`src/rtl/brush_painter_if.sv`:
```
// -----------------------------------------------------------------------------
// brush_painter_if
// Bundles the two handshakes of the brush painter:
//   * packet side : pkt_valid/pkt_ready, delta_x/delta_y, btn_left/right/middle,
//                   wrap_mode (decoded mouse packets coming from mouse_rx)
//   * write side  : wr_en/wr_ready, wr_addr ({y,x}), wr_data (framebuffer port)
// Modports:
//   master : the environment (mouse source + framebuffer)
//   slave  : the brush_painter block itself
// -----------------------------------------------------------------------------
interface brush_painter_if #(
    parameter int X_W     = 6,
    parameter int Y_W     = 6,
    parameter int DELTA_W = 8,
    parameter int COLOR_W = 12
);
    logic               pkt_valid;
    logic               pkt_ready;
    logic [DELTA_W-1:0] delta_x;
    logic [DELTA_W-1:0] delta_y;
    logic               btn_left;
    logic               btn_right;
    logic               btn_middle;
    logic               wrap_mode;
    logic               wr_en;
    logic [X_W+Y_W-1:0] wr_addr;
    logic [COLOR_W-1:0] wr_data;
    logic               wr_ready;

    modport master (
        output pkt_valid, delta_x, delta_y, btn_left, btn_right, btn_middle,
               wrap_mode, wr_ready,
        input  pkt_ready, wr_en, wr_addr, wr_data
    );

    modport slave (
        input  pkt_valid, delta_x, delta_y, btn_left, btn_right, btn_middle,
               wrap_mode, wr_ready,
        output pkt_ready, wr_en, wr_addr, wr_data
    );
endinterface

```
`src/rtl/brush_painter.sv`:
```
// -----------------------------------------------------------------------------
// brush_painter
// Takes decoded mouse packets, keeps a clamped or wrapping cursor, cycles the
// brush edge on middle-button presses and draws a square brush (paint on left,
// erase on right) into the framebuffer through a back-pressured write port.
// Ports:
//   i_clk, i_rst_n : clock, asynchronous active-low reset
//   bus (slave)    : packet handshake in, framebuffer write handshake out
//   o_pos_x/o_pos_y: current cursor
//   o_brush_sz     : current brush edge (1..BRUSH_MAX)
//   o_busy         : high whenever the block is not idle
// Optional build macro: MIRROR_EN -- every in-range brush pixel is followed by
// a second write at x' = X_MAX - x on the same row (skipped when x' == x).
// -----------------------------------------------------------------------------
module brush_painter #(
    parameter int                 X_W         = 6,
    parameter int                 Y_W         = 6,
    parameter int                 X_MAX       = 63,
    parameter int                 Y_MAX       = 63,
    parameter int                 DELTA_W     = 8,
    parameter int                 COLOR_W     = 12,
    parameter logic [COLOR_W-1:0] PAINT_COLOR = 12'hF00,
    parameter logic [COLOR_W-1:0] ERASE_COLOR = 12'h000,
    parameter int                 BRUSH_MAX   = 4
) (
    input  logic           i_clk,
    input  logic           i_rst_n,
    brush_painter_if.slave bus,
    output logic [X_W-1:0] o_pos_x,
    output logic [Y_W-1:0] o_pos_y,
    output logic [2:0]     o_brush_sz,
    output logic           o_busy
);
    // Signed working width: wide enough for pos +/- the largest delta.
    localparam int XY_W = (X_W > Y_W) ? X_W : Y_W;
    localparam int AW   = ((XY_W > DELTA_W) ? XY_W : DELTA_W) + 2;
    localparam int TXW  = X_W + 4;
    localparam int TYW  = Y_W + 4;
    localparam logic signed [AW-1:0] X_LIM = AW'(X_MAX);
    localparam logic signed [AW-1:0] Y_LIM = AW'(Y_MAX);
    localparam logic signed [AW-1:0] X_MOD = AW'(X_MAX + 1);
    localparam logic signed [AW-1:0] Y_MOD = AW'(Y_MAX + 1);

    typedef enum logic [1:0] {
        ST_IDLE   = 2'd0,
        ST_UPDATE = 2'd1,
        ST_PAINT  = 2'd2
    } state_t;

    // Clamp to [0,lim] or fold into [0,lim] with a true modulus (the delta can
    // span several multiples of the range, so one correction is not enough).
    function automatic logic signed [AW-1:0] fold_f(
        input logic signed [AW-1:0] v,
        input logic signed [AW-1:0] lim,
        input logic signed [AW-1:0] modv,
        input logic                 wrap
    );
        logic signed [AW-1:0] m;
        m = v % modv;
        if (wrap) begin
            if (m[AW-1]) fold_f = m + modv;
            else         fold_f = m;
        end else begin
            if (v[AW-1])       fold_f = '0;
            else if (v > lim)  fold_f = lim;
            else               fold_f = v;
        end
    endfunction

    state_t               r_state;
    state_t               w_state_nxt;
    logic [DELTA_W-1:0]   r_dx;
    logic [DELTA_W-1:0]   r_dy;
    logic                 r_btn_l;
    logic                 r_btn_r;
    logic                 r_btn_m;
    logic                 r_prev_mid;
    logic [X_W-1:0]       r_pos_x;
    logic [Y_W-1:0]       r_pos_y;
    logic [3:0]           r_brush;
    logic [2:0]           r_cnt_x;
    logic [2:0]           r_cnt_y;
    logic                 r_wr_en;
    logic [X_W+Y_W-1:0]   r_wr_addr;
    logic [COLOR_W-1:0]   r_wr_data;

    logic signed [AW-1:0] w_sum_x;
    logic signed [AW-1:0] w_sum_y;
    logic [X_W-1:0]       w_nx;
    logic [Y_W-1:0]       w_ny;
    logic [3:0]           w_brush_nxt;
    logic [3:0]           w_sz_m1;
    logic                 w_end_x;
    logic                 w_last;
    logic [2:0]           w_ncx;
    logic [2:0]           w_ncy;
    logic [TXW-1:0]       w_ntx;
    logic [TYW-1:0]       w_nty;
    logic                 w_nin;
    logic                 w_step;
    logic                 w_done;

    // Cursor arithmetic: y grows downward on screen, so a positive dy moves up.
    assign w_sum_x = $signed({{(AW-X_W){1'b0}}, r_pos_x}) + $signed({{(AW-DELTA_W){r_dx[DELTA_W-1]}}, r_dx});
    assign w_sum_y = $signed({{(AW-Y_W){1'b0}}, r_pos_y}) - $signed({{(AW-DELTA_W){r_dy[DELTA_W-1]}}, r_dy});
    assign w_nx    = X_W'(fold_f(w_sum_x, X_LIM, X_MOD, bus.wrap_mode));
    assign w_ny    = Y_W'(fold_f(w_sum_y, Y_LIM, Y_MOD, bus.wrap_mode));

    // Brush size steps only on a middle-button rising edge between packets.
    always_comb begin
        w_brush_nxt = r_brush;
        if (r_btn_m && !r_prev_mid) begin
            if (r_brush == 4'(BRUSH_MAX)) w_brush_nxt = 4'd1;
            else                          w_brush_nxt = r_brush + 4'd1;
        end else begin
            w_brush_nxt = r_brush;
        end
    end

    // Brush scan bookkeeping: the current slot completes when it was a skip
    // (wr_en low) or when the write is accepted.
    assign w_sz_m1 = r_brush - 4'd1;
    assign w_end_x = ({1'b0, r_cnt_x} == w_sz_m1);
    assign w_last  = w_end_x && ({1'b0, r_cnt_y} == w_sz_m1);
    assign w_step  = !r_wr_en || bus.wr_ready;

    // Next brush target in raster order (dx inner, dy outer).
    always_comb begin
        w_ncx = r_cnt_x;
        w_ncy = r_cnt_y;
        if (w_end_x) begin
            w_ncx = 3'd0;
            w_ncy = r_cnt_y + 3'd1;
        end else begin
            w_ncx = r_cnt_x + 3'd1;
            w_ncy = r_cnt_y;
        end
    end

    assign w_ntx = TXW'(r_pos_x) + TXW'(w_ncx);
    assign w_nty = TYW'(r_pos_y) + TYW'(w_ncy);
    assign w_nin = (w_ntx <= TXW'(X_MAX)) && (w_nty <= TYW'(Y_MAX));

`ifdef MIRROR_EN
    logic           r_mir;
    logic [X_W-1:0] w_mir_x;
    logic           w_need_mir;

    // A primary write whose mirror column differs must be followed by its twin.
    assign w_mir_x    = X_W'(X_MAX) - r_wr_addr[X_W-1:0];
    assign w_need_mir = r_wr_en && !r_mir && (w_mir_x != r_wr_addr[X_W-1:0]);
    assign w_done     = w_step && !w_need_mir && w_last;

    // Mirror phase flag: set while the twin write is outstanding.
    always_ff @(posedge i_clk or negedge i_rst_n) begin
        if (!i_rst_n) begin
            r_mir <= 1'b0;
        end else if (r_state != ST_PAINT) begin
            r_mir <= 1'b0;
        end else if (w_step) begin
            r_mir <= w_need_mir;
        end
    end
`else
    assign w_done = w_step && w_last;
`endif

    // State register.
    always_ff @(posedge i_clk or negedge i_rst_n) begin
        if (!i_rst_n) r_state <= ST_IDLE;
        else          r_state <= w_state_nxt;
    end

    // Next-state logic.
    always_comb begin
        w_state_nxt = r_state;
        case (r_state)
            ST_IDLE: begin
                if (bus.pkt_valid) w_state_nxt = ST_UPDATE;
                else               w_state_nxt = ST_IDLE;
            end
            ST_UPDATE: begin
                if (r_btn_l || r_btn_r) w_state_nxt = ST_PAINT;
                else                    w_state_nxt = ST_IDLE;
            end
            ST_PAINT: begin
                if (w_done) w_state_nxt = ST_IDLE;
                else        w_state_nxt = ST_PAINT;
            end
            default: w_state_nxt = ST_IDLE;
        endcase
    end

    // Datapath: packet latch, cursor/brush update and the brush write scan.
    always_ff @(posedge i_clk or negedge i_rst_n) begin
        if (!i_rst_n) begin
            r_dx       <= '0;
            r_dy       <= '0;
            r_btn_l    <= 1'b0;
            r_btn_r    <= 1'b0;
            r_btn_m    <= 1'b0;
            r_prev_mid <= 1'b0;
            r_pos_x    <= X_W'(X_MAX / 2);
            r_pos_y    <= Y_W'(Y_MAX / 2);
            r_brush    <= 4'd1;
            r_cnt_x    <= 3'd0;
            r_cnt_y    <= 3'd0;
            r_wr_en    <= 1'b0;
            r_wr_addr  <= '0;
            r_wr_data  <= '0;
        end else begin
            case (r_state)
                ST_IDLE: begin
                    if (bus.pkt_valid) begin
                        r_dx    <= bus.delta_x;
                        r_dy    <= bus.delta_y;
                        r_btn_l <= bus.btn_left;
                        r_btn_r <= bus.btn_right;
                        r_btn_m <= bus.btn_middle;
                    end
                end
                ST_UPDATE: begin
                    r_pos_x    <= w_nx;
                    r_pos_y    <= w_ny;
                    r_brush    <= w_brush_nxt;
                    r_prev_mid <= r_btn_m;
                    r_cnt_x    <= 3'd0;
                    r_cnt_y    <= 3'd0;
                    // The brush origin is the new cursor, which is always in range.
                    if (r_btn_l || r_btn_r) begin
                        r_wr_en   <= 1'b1;
                        r_wr_addr <= {w_ny, w_nx};
                        r_wr_data <= r_btn_l ? PAINT_COLOR : ERASE_COLOR;
                    end
                end
                ST_PAINT: begin
                    if (w_step) begin
`ifdef MIRROR_EN
                        if (w_need_mir) begin
                            r_wr_en   <= 1'b1;
                            r_wr_addr <= {r_wr_addr[X_W+Y_W-1:X_W], w_mir_x};
                        end else
`endif
                        if (w_last) begin
                            r_wr_en <= 1'b0;
                        end else begin
                            r_cnt_x   <= w_ncx;
                            r_cnt_y   <= w_ncy;
                            r_wr_en   <= w_nin;
                            r_wr_addr <= {w_nty[Y_W-1:0], w_ntx[X_W-1:0]};
                        end
                    end
                end
                default: begin
                    r_wr_en <= 1'b0;
                end
            endcase
        end
    end

    assign bus.pkt_ready = (r_state == ST_IDLE);
    assign bus.wr_en     = r_wr_en;
    assign bus.wr_addr   = r_wr_addr;
    assign bus.wr_data   = r_wr_data;
    assign o_pos_x       = r_pos_x;
    assign o_pos_y       = r_pos_y;
    assign o_brush_sz    = r_brush[2:0];
    assign o_busy        = (r_state != ST_IDLE);
endmodule
```
`src/flat_wrapper.sv`:
```
// flat-port wrapper written by rule: the top's interface ports become plain ports
module brush_painter_flat 
#(
    parameter int                 X_W         = 6,
    parameter int                 Y_W         = 6,
    parameter int                 X_MAX       = 63,
    parameter int                 Y_MAX       = 63,
    parameter int                 DELTA_W     = 8,
    parameter int                 COLOR_W     = 12,
    parameter logic [COLOR_W-1:0] PAINT_COLOR = 12'hF00,
    parameter logic [COLOR_W-1:0] ERASE_COLOR = 12'h000,
    parameter int                 BRUSH_MAX   = 4
)
  (i_clk, i_rst_n, o_pos_x, o_pos_y, o_brush_sz, o_busy, bus_pkt_valid, bus_delta_x, bus_delta_y, bus_btn_left, bus_btn_right, bus_btn_middle, bus_wrap_mode, bus_wr_ready, bus_pkt_ready, bus_wr_en, bus_wr_addr, bus_wr_data);
  brush_painter_if #(.X_W(X_W), .Y_W(Y_W), .DELTA_W(DELTA_W), .COLOR_W(COLOR_W)) bus_i ();
  input  logic i_clk;
  input  logic i_rst_n;
  output logic [X_W-1:0] o_pos_x;
  output logic [Y_W-1:0] o_pos_y;
  output logic [2:0] o_brush_sz;
  output logic o_busy;
  input wire logic [$bits(bus_i.pkt_valid)-1:0] bus_pkt_valid;
  input wire logic [$bits(bus_i.delta_x)-1:0] bus_delta_x;
  input wire logic [$bits(bus_i.delta_y)-1:0] bus_delta_y;
  input wire logic [$bits(bus_i.btn_left)-1:0] bus_btn_left;
  input wire logic [$bits(bus_i.btn_right)-1:0] bus_btn_right;
  input wire logic [$bits(bus_i.btn_middle)-1:0] bus_btn_middle;
  input wire logic [$bits(bus_i.wrap_mode)-1:0] bus_wrap_mode;
  input wire logic [$bits(bus_i.wr_ready)-1:0] bus_wr_ready;
  output wire logic [$bits(bus_i.pkt_ready)-1:0] bus_pkt_ready;
  output wire logic [$bits(bus_i.wr_en)-1:0] bus_wr_en;
  output wire logic [$bits(bus_i.wr_addr)-1:0] bus_wr_addr;
  output wire logic [$bits(bus_i.wr_data)-1:0] bus_wr_data;
  assign bus_i.pkt_valid = bus_pkt_valid;
  assign bus_i.delta_x = bus_delta_x;
  assign bus_i.delta_y = bus_delta_y;
  assign bus_i.btn_left = bus_btn_left;
  assign bus_i.btn_right = bus_btn_right;
  assign bus_i.btn_middle = bus_btn_middle;
  assign bus_i.wrap_mode = bus_wrap_mode;
  assign bus_i.wr_ready = bus_wr_ready;
  assign bus_pkt_ready = bus_i.pkt_ready;
  assign bus_wr_en = bus_i.wr_en;
  assign bus_wr_addr = bus_i.wr_addr;
  assign bus_wr_data = bus_i.wr_data;
  brush_painter #(.X_W(X_W), .Y_W(Y_W), .X_MAX(X_MAX), .Y_MAX(Y_MAX), .DELTA_W(DELTA_W), .COLOR_W(COLOR_W), .PAINT_COLOR(PAINT_COLOR), .ERASE_COLOR(ERASE_COLOR), .BRUSH_MAX(BRUSH_MAX)) u_core (.i_clk(i_clk), .i_rst_n(i_rst_n), .bus(bus_i), .o_pos_x(o_pos_x), .o_pos_y(o_pos_y), .o_brush_sz(o_brush_sz), .o_busy(o_busy));
endmodule
```
`config.mk`:
```
export PLATFORM = sky130hd
export DESIGN_NAME = brush_painter_flat
export DESIGN_NICKNAME = d
export VERILOG_FILES = /design/src/rtl/brush_painter_if.sv /design/src/rtl/brush_painter.sv /design/src/flat_wrapper.sv
export SDC_FILE = /design/constraint.sdc
export NUM_CORES = 1
export LEC_CHECK = 0
export ABC_AREA = 1
export CELL_PAD_IN_SITES_DETAIL_PLACEMENT = 1
export CELL_PAD_IN_SITES_GLOBAL_PLACEMENT = 2
export CORE_ASPECT_RATIO = 0.8
export CORE_MARGIN = 1.5
export CORE_UTILIZATION = 31
export CTS_CLUSTER_SIZE = 28
export DETAILED_ROUTE_END_ITERATION = 6
export PLACE_DENSITY_LB_ADDON = 0.1
export RECOVER_POWER = 25
export SLEW_MARGIN = 20
export SYNTH_ARGS = -nofsm -noshare
export SYNTH_HDL_FRONTEND = slang
export SYNTH_SLANG_ARGS = --single-unit
```
`constraint.sdc`:
```
create_clock -name i_clk -period 3.8 [get_ports i_clk]
set_input_delay 0.57 -clock i_clk [delete_from_list [all_inputs] [get_ports i_clk]]
set_output_delay 0.57 -clock i_clk [all_outputs]
set_load 0.005 [all_outputs]
```
=== Word-level counts from Yosys, hierarchy flattened ===
Index checks and enable logic that the tools add are counted.

* Add/subtract/negate cells: 10
* Order comparisons: 4
* Equal/unequal tests: 8
* Mux-type cells: 30
* Bitwise logic cells: 3
* Reduce and logical (&&, ||, !) cells: 19

{| class="wikitable"
|+ Operators with widths
! operator !! number
|-
| 2-to-1 mux 12 bit || 4
|-
| 2-to-1 mux 6 bit || 8
|-
| case mux 12 bit (2 select lines) || 1
|-
| <= comparator 10 x 6 -> 1 bit, second input constant || 2
|-
| > comparator 9 x 7 -> 1 bit, second input constant || 2
|-
| 2-to-1 mux 3 bit || 6
|-
| adder 6 x 3 -> 7 bit || 2
|-
| adder 6 x 1 -> 6 bit, second input constant || 2
|-
| case mux 3 bit (2 select lines) || 2
|-
| OR reduction 6 bit || 2
|-
| adder 7 x 8 -> 9 bit || 1
|-
| subtractor 7 x 8 -> 9 bit || 1
|-
| equality test 3 x 4 -> 1 bit || 2
|-
| adder 3 x 1 -> 3 bit, second input constant || 2
|-
| case mux 2 bit (3 select lines) || 1
|-
| AND reduction 2 bit || 3
|-
| AND reduction 3 bit || 2
|-
| adder 4 x 1 -> 4 bit, second input constant || 1
|-
| equality test 4 x 3 -> 1 bit, second input constant || 1
|-
| logical AND 1 bit || 4
|-
| 2-to-1 mux 1 bit || 4
|-
| 2-to-1 mux 2 bit || 2
|-
| 2-to-1 mux 4 bit || 1
|-
| != test 2 x 1 -> 1 bit, second input constant || 2
|-
| 12 further kinds || 16
|}

* Register bits after elaboration: 69
* Bits of input ports: 24
* Output and inout bits: 42
* Logic and storage cells: 89

=== Depth between registers and ports, before layout ===
* Word-level depth: 9
* Mapped depth: 19
* Depth with buffers taken out: 19

=== Worst setup path after synthesis ===
Ideal clock, no wire load.

* Kind: register to register
* Start: register u_core.r_brush[0]
* End: register u_core.r_wr_en (netlist: u_core.bus.wr_en)
* Setup time: 118 ps
* Arrival time: 2864 ps
* Required time: 3682 ps
* Slack: 819 ps
* Cell stages (with the launch flop): 17
* Path buffers: 0
* Period minus slack after synthesis: 2981 ps
* Cell sequence: dfstp_2 -> inv_2 -> ha_1 -> xnor2_1 -> a21oi_1 -> nand3_4 -> xor2_1 -> inv_1 -> ha_1 -> inv_1 -> fa_1 -> o21ai_0 -> nand3_1 -> nand2_1 -> o21ai_0 -> nand3b_1 -> nand2_1

* Cells in the longest elaborated chain, start to end: 9
* Elaborated cells on any way between the ends: 14
* Classes of those cells: add/sub (3); order compare (2); eq/ne (2); mux (5); reduce/logical (2)

{| class="wikitable"
|+ RTL lines
! element !! RTL line !! text
|-
| start: declaration || brush_painter.sv:80 || <nowiki>logic [3:0] r_brush;</nowiki>
|-
| start signal: assignment || brush_painter.sv:225 || <nowiki>r_brush <= w_brush_nxt;</nowiki>
|-
| subtractor 4 x 1 -> 4 bit (*) || brush_painter.sv:122 || <nowiki>assign w_sz_m1 = r_brush - 4'd1;</nowiki>
|-
| equality test 3 x 4 -> 1 bit || brush_painter.sv:123 || <nowiki>assign w_end_x = ({1'b0, r_cnt_x} == w_sz_m1);</nowiki>
|-
| 2-to-1 mux 3 bit || brush_painter.sv:131 || <nowiki>if (w_end_x) begin</nowiki>
|-
| adder 6 x 3 -> 7 bit, on equally long branches || brush_painter.sv:140, brush_painter.sv:141 ||
|-
| <= comparator 10 x 6 -> 1 bit || brush_painter.sv:142 || <nowiki>assign w_nin = (w_ntx <= TXW'(X_MAX)) && (w_nty <= TYW'(Y_MAX));</nowiki>
|-
| logical AND 1 bit || brush_painter.sv:142 ||
|-
| 2-to-1 mux 1 bit (*) || brush_painter.sv:244 || <nowiki>if (w_last) begin</nowiki>
|-
| 2-to-1 mux 1 bit (*) || brush_painter.sv:237 || <nowiki>if (w_step) begin</nowiki>
|-
| case mux 1 bit (3 select lines) (*) || brush_painter.sv:212 || <nowiki>case (r_state)</nowiki>
|-
| end signal: assignment || brush_painter.sv:249 || <nowiki>r_wr_en <= w_nin;</nowiki>
|-
| end: declaration || brush_painter.sv:83 || <nowiki>logic r_wr_en;</nowiki>
|}

Every way passes the cells marked *; elsewhere a longest branch is shown, timed or not. The select of a mux whose other input is x is not followed.
A chain may end at the register's enable or synchronous reset.

=== Worst setup path in the final report ===
Ends and elaborated chain as after synthesis.

==> impl_metrics.csv <==
group,metric,value,unit
power_and_ir_drop,power_switching,0.6936,mW
floorplan,fp.dieW,128.5,um
floorplan,die_y,103.4,um
placement,placed_area,4574,sq um
yosys,synth.area.mux_share,0,
timing,skew,0.006638,ns
global_route,grt_pass1_wl,18.04,mm
final_layout,mostFrequentLayoutCells,"199 x nand2_1, 56 x clkdlybuf4s50_1, 51 x inv_1, 47 x dfrtp_1, 33 x o21ai_0",
global_route,grt_max_degree,38,
clocking,clockRootBuffer,"clkbuf_16",
placement,hpwl,8.166,mm
setup_path,critPathCaptureType,"flop",
global_route,antenna_found_initial,0,
clocking,cts_resized,0,
floorplan,fp.coreArea,12250,sq um
yosys,synthXorXnorAreaFrac,0.05090,
timing,worst_hold_slack,0.4724,ns
global_route,grtUsageMet1,0.2644,
flow_run,maxCapViolCount,1,
routing,drtPass1Iterations,4,
floorplan,die_area,13300,sq um
global_route,busiest_layer,"met2",
timing,slew_violations,38,
power_and_ir_drop,seqPwrFrac,0.326,
timing,hold_viol,0,
timing,period_minus_slack,3.342,ns
floorplan,io_pins,66,
timing,tightest_slew,2.361,ns
routing,num_vias,3373,
clocking,clk_latency,0.33,ns
floorplan,rows,36,
routing,viasPerCell,4.521,
global_route,grt.overflow.total,0,
power_and_ir_drop,p_leak,2.517,nW
power_and_ir_drop,combPwrFrac,0.288,
power_and_ir_drop,swShare,0.3032,
global_route,grt.total_usage,0.1786,
yosys,syn_area_per_cell,7.560,sq um
routing,wl_per_cell,14.64,um
yosys,synthAdderAreaFrac,0.1101,
routing,drt_iter0_drc,107,
power_and_ir_drop,p_int,1.594,mW
routing,drt_wl_total,10.92,mm
outcome,violations,"max-capacitance violations, max-slew violations",
timing,setup_violations,0,
yosys,seq_area_frac_synth,0.3748,
floorplan,initial_core_util,0.3190,
clocking,cts_buffers,9,
setup_path,cp_max_fo,8,
timing,rsz0062_at_grt,"false",
yosys,synth_top_family_by_area,"simple AND/OR/NAND/NOR gates",
clocking,clkSinkCount,58,
final_layout,final_common_cell,"nand2_1",
outcome,outcome,"finished with violations",
clocking,cts_tree,"done",
setup_path,worstSetupStartpointType,"flop",
setup_path,critical_path_class,"reg -> reg",
timing,max_clock_freq,0.2992,GHz
clocking,htree_num_levels,3,
yosys,yosys.area_share.simple,0.2766,
routing,drcViolationCount,0,
yosys,synth-compound-area-share,0.09123,
global_route,grtUsageMet2,0.2659,
setup_path,cp.required,4.02,ns
routing,ant_nets,0,
placement,io_buffers,57,
placement,globalplace.congestion,0.8051,
yosys,syn_inst,517,
global_route,use_met3,0.03344,
yosys,syn_area,3909,sq um
clocking,clockBufferDepth,2,
final_layout,n_antenna_cell,0,
timing,setup_tns,0,ns
power_and_ir_drop,ir_drop,0.0002492,V
clocking,postCtsHoldBufs,0,
yosys,ys_ff_latch,58,
final_layout,syn2layout_area_growth,25.38,%
yosys,yosysUniqueCellTypes,36,
global_route,grt_pass1_vias,3500,
timing,slew_headroom,-0.5738,
clocking,post_cts_buffers,0,
timing,period_share,0.8795,
final_layout,nets,626,
clocking,clk_pin_slew,0.05,ns
final_layout,stdcell_area,4901,sq um
final_layout,drive_above_1_share,0.07826,
final_layout,n_fill_cell,1527,
power_and_ir_drop,powerDensity,466.8,nW/um^2
setup_path,cp.arrival,3.56,ns
power_and_ir_drop,clkPwrFrac,0.386,
hold_path,min_path_type,"reg -> reg",
yosys,yosys_warnings,0,
flip-flops by register name (all words and copies together) (netlist names):
signal              flops
u_core.o_pos_x          6
u_core.r_dy             8
u_core.r_cnt_x          3
u_core.r_prev_mid       1
u_core.r_brush          4
u_core.bus.wr_data      1
u_core.r_state          2
u_core.bus.wr_en        1
u_core.bus.wr_addr     12
u_core.r_btn_m          1
u_core.r_dx             8
u_core.r_cnt_y          3
u_core.r_btn_r          1
u_core.o_pos_y          6
u_core.r_btn_l          1
metrics by stage:
step                total power, mW    util  setup slack, ns  cells
CTS                           2.333  0.4001           0.4126    746
finish                        2.288  0.4000           0.4579    746
detailed placement            1.418  0.3734           0.4476    730
floorplan                     1.175       -           0.8188    524
global placement              1.403  0.3734           0.5627    730
global route                  2.454  0.4000          0.07729    746
cells in the mapped netlist:
library cell,n,area share
o211ai_1,1,0.0019
conb_1,1,0.00096
clkinv_1,1,0.00096
fa_1,4,0.020
and3_1,1,0.0016
nand2_2,2,0.0032
nor2_2,2,0.0032
nand2_1,199,0.19
o21a_1,1,0.0019
ha_1,28,0.090
xnor2_1,9,0.020
clkbuf_2,1,0.0013
inv_2,2,0.0019
inv_1,51,0.049
a211oi_1,2,0.0038
buf_8,1,0.0038
o21ai_0,33,0.042
dfstp_2,11,0.074
buf_4,16,0.031
nand3_4,2,0.0090
xor2_2,2,0.0083
clkbuf_1,8,0.0077
nor3_1,3,0.0038
a41o_1,1,0.0026
a31oi_1,4,0.0064
dfrtp_1,47,0.30
nand4_1,2,0.0032
or2_2,4,0.0064
and2_1,1,0.0016
a21boi_0,3,0.0058
nand3b_1,4,0.0077
xor2_1,10,0.022
nor2_1,17,0.016
a21oi_2,1,0.0022
a21oi_1,19,0.024
nand3_1,23,0.029
kinds of logic after synthesis:
kind of cell	after synthesis
AOI/OAI and AO/OA	65
xor gates and xnor gates	21
adders and majority gates	32
buffers and inverters	80
DFF	58
other	1
and+or+nand+nor	260
critical path, stage by stage (launching register included):
cell and delay (ns):
dfstp_2 0.58, inv_2 0.08, ha_1 0.35, xnor2_1 0.14, a21oi_1 0.26, nand3_4 0.17, xor2_1 0.17, inv_1 0.07
ha_1 0.17, inv_1 0.06, fa_1 0.39, o21ai_0 0.34, nand3_1 0.11, nand2_1 0.08, o21ai_0 0.08, nand3b_1 0.09
nand2_1 0.06
per-layer routing:
metal,routed length [um],up-vias
li1,-,1709
met1,5989,1605
met2,4515,50
met3,313,9
met4,102,0
met5,0,-
worst paths after layout:
kind / from / to / slack, ns / cells after the start
max in group asynchronous: i_rst_n / u_core.o_pos_y[4] / 1.44 / 2
worst max register to register: u_core.r_brush[0] / u_core.bus.wr_en / 0.46 / 16
worst max-delay path: u_core.r_brush[0] / u_core.bus.wr_en / 0.46 / 16
worst min-delay path: u_core.bus.wr_addr[6] / u_core.bus.wr_addr[6] / 0.47 / 2
min in group asynchronous: i_rst_n / u_core.r_dy[6] / 0.95 / 1
worst min register to register: u_core.bus.wr_addr[6] / u_core.bus.wr_addr[6] / 0.47 / 2
area by class of cell:
cell class	count	area (sq um)	share of cell area
clock buffer	15	297.8	0.06076
clock inverter	1	30.03	0.006127
inverter	54	202.7	0.04136
multi-input combinational	386	2097	0.4279
sequential	58	1465	0.2990
tap	171	214.0	0.04366
timing repair buffer	61	594.3	0.1213
power groups by stage:
stage	Clock [mW]	Sequential, mW	Combinational, mW
after global placement	0	0.758	0.644
final	0.883	0.746	0.659
after CTS	0.910	0.748	0.675
after detailed placement	0	0.757	0.661
after global routing	0.932	0.755	0.767
after floorplan	0	0.747	0.428
No activity file was read; power rests on OpenSTA's default activity.
